[config.mk]
export PLATFORM = sky130hd
export DESIGN_NAME = demux_1xn_stream
export DESIGN_NICKNAME = d
export VERILOG_FILES = /design/src/rtl/demux_pkg.sv /design/src/rtl/demux_chan_slot.sv /design/src/rtl/demux_1xn_stream.sv
export SDC_FILE = /design/constraint.sdc
export NUM_CORES = 1
export LEC_CHECK = 0
export BUFFER_PORTS_ARGS = -buffer_cell sky130_fd_sc_hd__buf_2
export CAP_MARGIN = 0
export CORE_MARGIN = 2
export CORE_UTILIZATION = 49
export CTS_CLUSTER_SIZE = 8
export DETAILED_ROUTE_END_ITERATION = 8
export PLACE_DENSITY = 0.78
export SKIP_CTS_REPAIR_TIMING = 1
export SYNTH_ARGS = -nofsm -noshare
export SYNTH_HDL_FRONTEND = slang
export SYNTH_SLANG_ARGS = --single-unit
[constraint.sdc]
create_clock -name clk -period 2 [get_ports clk]
set_input_delay 0.2 -clock clk [delete_from_list [all_inputs] [get_ports clk]]
set_output_delay 0.2 -clock clk [all_outputs]
set_load 0.02 [all_outputs]
[src/rtl/demux_pkg.sv]
// Shared constants and the select-width helper for the 1-to-N stream demux.
package demux_pkg;

  localparam int CNT_W = 16;
  localparam int N_MAX = 16;

  // Select width for n channels, never less than one bit.
  function automatic int sel_width(input int n);
    if (n <= 2) return 1;
    return $clog2(n);
  endfunction

endpackage

[src/rtl/demux_chan_slot.sv]
// Single-entry output register for one demux channel.
// DEMUX_1XN_STREAM_CNT_EN adds a wrapping transfer counter.
module demux_chan_slot
  import demux_pkg::*;
#(
  parameter int W = 8
) (
  input  logic             clk,
  input  logic             rst,
  input  logic             load_i,
  input  logic [W-1:0]     din_i,
  input  logic             ready_i,
  output logic             valid_o,
  output logic [W-1:0]     data_o,
  output logic             free_o
`ifdef DEMUX_1XN_STREAM_CNT_EN
  ,
  output logic [CNT_W-1:0] cnt_o
`endif
);

  logic         valid_q, valid_d;
  logic [W-1:0] data_q, data_d;

  // A full slot may be refilled in the cycle its consumer drains it.
  assign free_o  = !valid_q || ready_i;
  assign valid_o = valid_q;
  assign data_o  = data_q;

  always_comb begin
    valid_d = valid_q;
    data_d  = data_q;
    if (load_i) begin
      valid_d = 1'b1;
      data_d  = din_i;
    end else if (ready_i) begin
      valid_d = 1'b0;
    end
  end

  always_ff @(posedge clk or posedge rst) begin
    if (rst) begin
      valid_q <= 1'b0;
      data_q  <= '0;
    end else begin
      valid_q <= valid_d;
      data_q  <= data_d;
    end
  end

`ifdef DEMUX_1XN_STREAM_CNT_EN
  logic [CNT_W-1:0] cnt_q, cnt_d;

  always_comb begin
    cnt_d = cnt_q;
    if (valid_q && ready_i) cnt_d = cnt_q + 1'b1;
  end

  always_ff @(posedge clk or posedge rst) begin
    if (rst) cnt_q <= '0;
    else     cnt_q <= cnt_d;
  end

  assign cnt_o = cnt_q;
`endif

endmodule

[src/rtl/demux_1xn_stream.sv]
// 1-to-N valid/ready stream demultiplexer with broadcast and out-of-range drop.
// DEMUX_1XN_STREAM_CNT_EN adds per-channel 16-bit transfer counters (xfer_cnt).
module demux_1xn_stream
  import demux_pkg::*;
#(
  parameter  int N  = 4,
  parameter  int W  = 8,
  localparam int SW = sel_width(N)
) (
  input  logic             clk,
  input  logic             rst,
  input  logic [W-1:0]     din,
  input  logic [SW-1:0]    sel,
  input  logic             bcast,
  input  logic             in_valid,
  output logic             in_ready,
  output logic [N*W-1:0]   dout,
  output logic [N-1:0]     out_valid,
  input  logic [N-1:0]     out_ready,
  output logic             sel_err
`ifdef DEMUX_1XN_STREAM_CNT_EN
  ,
  output logic [N*CNT_W-1:0] xfer_cnt
`endif
);

  localparam int SEL_SPAN = 1 << SW;

  logic [N-1:0]        free;
  logic [N-1:0]        load;
  logic [SEL_SPAN-1:0] free_pad;
  logic                sel_oob;
  logic                accept;
  logic                sel_err_q, sel_err_d;

  assign sel_oob = !bcast && ({1'b0, sel} >= (SW+1)'(N));

  // Unused select codes read as free so out-of-range beats are always taken.
  always_comb begin
    free_pad         = '1;
    free_pad[N-1:0]  = free;
  end

  always_comb begin
    in_ready = 1'b0;
    if (bcast)        in_ready = &free;
    else if (sel_oob) in_ready = 1'b1;
    else              in_ready = free_pad[sel];
  end

  assign accept = in_valid && in_ready;

  always_comb begin
    load = '0;
    for (int unsigned k = 0; k < N; k++) begin
      load[k] = accept && (bcast || (!sel_oob && (sel == SW'(k))));
    end
  end

  always_comb begin
    sel_err_d = sel_err_q;
    if (accept && sel_oob) sel_err_d = 1'b1;
  end

  always_ff @(posedge clk or posedge rst) begin
    if (rst) sel_err_q <= 1'b0;
    else     sel_err_q <= sel_err_d;
  end

  assign sel_err = sel_err_q;

  for (genvar k = 0; k < N; k++) begin : g_slot
    demux_chan_slot #(.W(W)) u_slot (
      .clk     (clk),
      .rst     (rst),
      .load_i  (load[k]),
      .din_i   (din),
      .ready_i (out_ready[k]),
      .valid_o (out_valid[k]),
      .data_o  (dout[k*W +: W]),
      .free_o  (free[k])
`ifdef DEMUX_1XN_STREAM_CNT_EN
      ,
      .cnt_o   (xfer_cnt[k*CNT_W +: CNT_W])
`endif
    );
  end

endmodule

Word level (Yosys, flattened, before mapping):

Cells that the tools add are included.

* bits in registers: 36
* memories: 0
* bits in read-only memories: 0
* bits in latches: 0
* RAM bits: 0
* word-level logic and storage cells: 46

* add/subtract/negate cells: 0
* div/mod/pow operators: 0
* bitwise logic cells: 0
* reductions and logical operators: 23
* eq/ne operators: 3
* muxes and demuxes: 11
* order comparisons: 1
* shift operators: 0
* multiply operators: 0

Operator list (number)
* $mux 1: 10
* $logic_or 1x1->1: 8
* $reduce_bool 2->1: 4
* $logic_and 1x1->1: 5
* $eq 2x2->1 const B: 2
* $logic_not 1->1: 4
* $reduce_and 4->1: 1
* $lt 2x3->1 const B: 1
* $bmux 1 s2: 1
* $eq 2x1->1 const B: 1
* $logic_not 2->1: 1

Depth between registers and ports, before layout:

* depth after elaboration: 8
* depth in mapped cells: 4
* gate-level depth less buffers: 4

Cells and area by module:

From an unflattened synthesis, not the netlist that was laid out.

* cells, all modules: 102
* area, all modules: 1622.8 um^2

By module, submodules not included
* demux_chan_slot: cells an instance 21, seq. area each 225.2 um^2, instances 4, area an instance 372.9 um^2
* demux_1xn_stream: cells an instance 18, seq. area each 0.0 um^2, instances 1, area an instance 131.4 um^2

Least setup slack after synthesis:

Ideal clock, no wire load.

* path kind: register -> register
* from: register g_slot[1].u_slot.valid_q
* to: register g_slot[2].u_slot.data_q[0]
* setup time: 0.125 ns
* arrival: 1.643 ns
* path buffers: 0
* required time: 1.875 ns
* setup slack: 0.232 ns
* stages on the path, launching flop included: 5
* cells stage by stage: dfrtp_1 > or2b_2 > nand4_4 > a221oi_4 > mux2_2

* word-level cells in the longest chain between the ends: 7
* elaborated cells between the ends (all ways): 8
* those cells by class: mux (3); reduce/logical (5)

Ends and longest elaborated chain
* start, declared: line demux_chan_slot.sv:22 `logic valid_q, valid_d;`
* start signal, assigned: line demux_chan_slot.sv:46 `valid_q <= valid_d;`
* $logic_not 1->1 (*): line demux_chan_slot.sv:26 `assign free_o = !valid_q || ready_i;`
* $logic_or 1x1->1 (*): line demux_chan_slot.sv:26
* $bmux 1 s2: line demux_1xn_stream.sv:48 `else in_ready = free_pad[sel];`
* $mux 1 (implied by the code): line demux_1xn_stream.sv:48
* $mux 1 (*): line demux_1xn_stream.sv:46 `if (bcast) in_ready = &free;`
* $logic_and 1x1->1 (*): line demux_1xn_stream.sv:51 `assign accept = in_valid && in_ready;`
* $logic_and 1x1->1 (*): line demux_1xn_stream.sv:56 `load[k] = accept && (bcast || (!sel_oob && (sel == SW'(k))));`
* end signal, assigned: line demux_chan_slot.sv:47 `data_q <= data_d;`
* end, declared: line demux_chan_slot.sv:23 `logic [W-1:0] data_q, data_d;`

Every way passes the cells marked *; elsewhere a longest branch is shown, timed or not. The select of a mux whose other input is x is not followed.
A chain may end at the register's enable or synchronous reset.

Final worst setup path:

* from: register g_slot[3].u_slot.valid_q
* to: output port in_ready

* word-level cells in the longest chain between the ends: 5
* elaborated cells between the ends (all ways): 6
* those cells by class: mux (3); reduce/logical (3)

Ends and longest elaborated chain
* start, declared: line demux_chan_slot.sv:22
* start signal, assigned: line demux_chan_slot.sv:46
* $logic_not 1->1 (*): line demux_chan_slot.sv:26
* $logic_or 1x1->1 (*): line demux_chan_slot.sv:26
* $bmux 1 s2: line demux_1xn_stream.sv:48
* $mux 1 (implied by the code): line demux_1xn_stream.sv:48
* $mux 1 (*): line demux_1xn_stream.sv:46
* end, declared: line demux_1xn_stream.sv:16 `output logic in_ready,`

Marks and branches as above.

==> qor.csv <==
metric;value;unit
count leader, synth;dfrtp_1;
Hold WS;0.125;ns
initial core utilization;52.4;%
#FFs+latches synth;36;
top cells by count, synth;dfrtp_1 (36), mux2_2 (27), buf_4 (5), inv_1 (5), mux2_4 (5);
Tot GR Track Use;19.0;%
CP Capture Type;output pin;
Clock transition at path regs;0.11;ns
number of max-cap violations;0;
Crit path max-delay family;simple AND/OR/NAND/NOR gates;
Period minus WS final;1.91;ns
root buffer cell;clkbuf_4;
Mapped Area;1630;sq um
Critical R2R Launch;g_slot[1].u_slot.valid_o;
Port Buffer Count;54;
GP Congestion;0.779;
initial antenna violation count;0;
Setup TNS Final;0;ns
Pins Over Slew Limit;0;
mux cell area share after synthesis;23.3;%
total vias in the final route;1059;
Yosys top cell area share;55.4;%
vias in the first global route;1035;
CP Cell Sequence;or2b_2 -> o221ai_4 -> nor3_1 -> buf_2;
sequential element share of the synthesized area;55.4;%
Die ar.;3800;sq um
Max clock buf depth;2;
Final period util;95.4;%
Mapped Avg Cell Area;15.8;sq um
final-stage net count;186;
die width;61.6;um
layout cell share with drive strength beyond 1;65.7;%
WL final;3240;um
Design Power;2.60;mW
R2R setup slack;0.20;ns
syn nets;121;
clock skew;0.0131;ns
synth warn;0;
dpl ws;0.197;ns
CP max FO;5;
Synth Flop Type;dfrtp_1;
core area;3100;sq um
worst r2r dst;g_slot[0].u_slot.data_o[4];
area leader, netlist;dfrtp_1;
synthesized netlist cell count;103;
io pins;56;
Hold Path Class;primary input to register;
largest net degree at the start of global routing;37;
compound-cell area share of the yosys netlist;12.1;%
cells on worst reg2reg path;5;
Final WS setup;0.0920;ns
CTS tree;built;
Synth cell types;20;
initial DRC count;38;
Hold Vio Cnt, Final;0;
slowest stage delay, CP;0.37;ns
VDD IR max;0.000672;V
simple-gate share of the synthesized area;5.31;%
DRT Pass-1 Iters;5;
H-tree level count;2;
fraction of registers with async set/reset;100;%
post-DR wirelength/cell;15.2;um
WHS Path Cells;2;
Setup Viol. Count Final;0;
Post-route DRC;0;
P_leak;1.00;nW
Setup CP Type;register to output pin;
global route total overflow;0;
# diodes;0;
worst path required time;1.80;ns
first-pass GRT wire length;4950;um
largest family of logic cells by synthesized area;multiplexers;
number of synthesized flops with an enable pin;0;
fmax;0.524;GHz
# clock sinks;36;
Buf+Inv Stages, Crit Path;1;
Worst path slowest cell;dfrtp_1;
Skew-Pair Late Insertion Delay;0.34;ns
Synth Area in XOR/XNOR;0;%
antenna viol nets, final;0;
post-DP HPWL;2470;um
crit start category;register;
Die H;61.6;um
row cnt;20;
fraction of the mapped netlist area in adder cells;0;%
Endpoint, Worst Hold;g_slot[1].u_slot.data_o[5];
Area growth syn-to-layout;25.6;%
CTS Buf Count;5;
CP Data Arrival Time;1.71;ns
hold_sp;din[5];
via/cell ratio;4.97;
run status;finished clean;
synth top area cells;dfrtp_1 (55%), mux2_2 (19%), a221oi_4 (4.8%);
pwr/cell area;1270;nW/um^2
RSZ-0062 raised after global routing;false;
==> worst max path at each step <==
stage	to	slack, ns	depth (start not counted)	from
after floorplan	g_slot[2].u_slot.data_o[0]	0.23	4	g_slot[1].u_slot.valid_o
after global placement	g_slot[2].u_slot.data_o[0]	0.25	5	g_slot[1].u_slot.valid_o
after detailed placement	g_slot[0].u_slot.data_o[4]	0.20	5	g_slot[1].u_slot.valid_o
after CTS	in_ready	0.06	4	g_slot[3].u_slot.valid_o
after global routing	in_ready	0.03	4	g_slot[3].u_slot.valid_o
final	in_ready	0.09	4	g_slot[3].u_slot.valid_o
==> cells in the final DEF (no fill, tap or decap), drive strengths merged <==
cell type	synthesis	final
buf	5	62
clkinv	1	1
o21ba	1	1
clkbuf	0	8
nand4	1	1
or4bb	1	1
o211ai	1	1
nand2b	3	3
o221ai	1	1
or2b	3	3
a211oi	1	1
nand2	1	1
a21o	4	4
dlygate4sd3	0	1
mux2	32	32
a21oi	2	2
a221oi	3	3
conb	1	1
inv	5	5
dfrtp	36	36
nor3	1	1
==> registers in the layout (all words and copies together), names as in the netlist <==
name	flops
g_slot.u_slot.data_o	32
g_slot.u_slot.valid_o	4
==> cell type report <==
class	count	area [sq um]
inverter	6	22.5
tap	44	55.1
timing repair buffer	63	340
sequential	36	901
multi-input combinational	56	666
fill	256	1060
clock buffer	8	58.8
==> logic make-up (layout without fill, tap and decap cells) <==
group           after synthesis  count (layout)
compound gates               13              13
simple gates                 10              10
other cells                   1               1
mux                          32              32
flops                        36              36
buf+inv                      11              77
==> power breakdown <==
group | switching, mW | internal, mW | total [mW]
registers | 0.126 | 0.973 | 1.10
clock network | 0.227 | 0.173 | 0.400
logic | 0.620 | 0.477 | 1.10
==> stage by stage <==
stage	util (%)	cell area, sq um	instances
after global placement	63.6	1970	204
final	65.8	2040	213
after floorplan	-	1630	103
after global routing	65.8	2040	213
after detailed placement	63.6	1970	204
after CTS	65.5	2030	212
==> routing by layer <==
layer | share of wire (%) | global-route usage [%]
met5 | 0 | 0
met3 | 6.1 | 7.77
met4 | 0.93 | 6.08
met1 | 44 | 24.1
met2 | 49 | 29.9
==> worst reg2reg max path, delay by kind of cell (launching register included) <==
kind | cells | cell delay (ns)
mux | 1 | 0.35
buf+inv | 1 | 0.23
compound gates | 1 | 0.26
simple gates | 2 | 0.44
flops | 1 | 0.40
(Power assumes the default switching activity.)
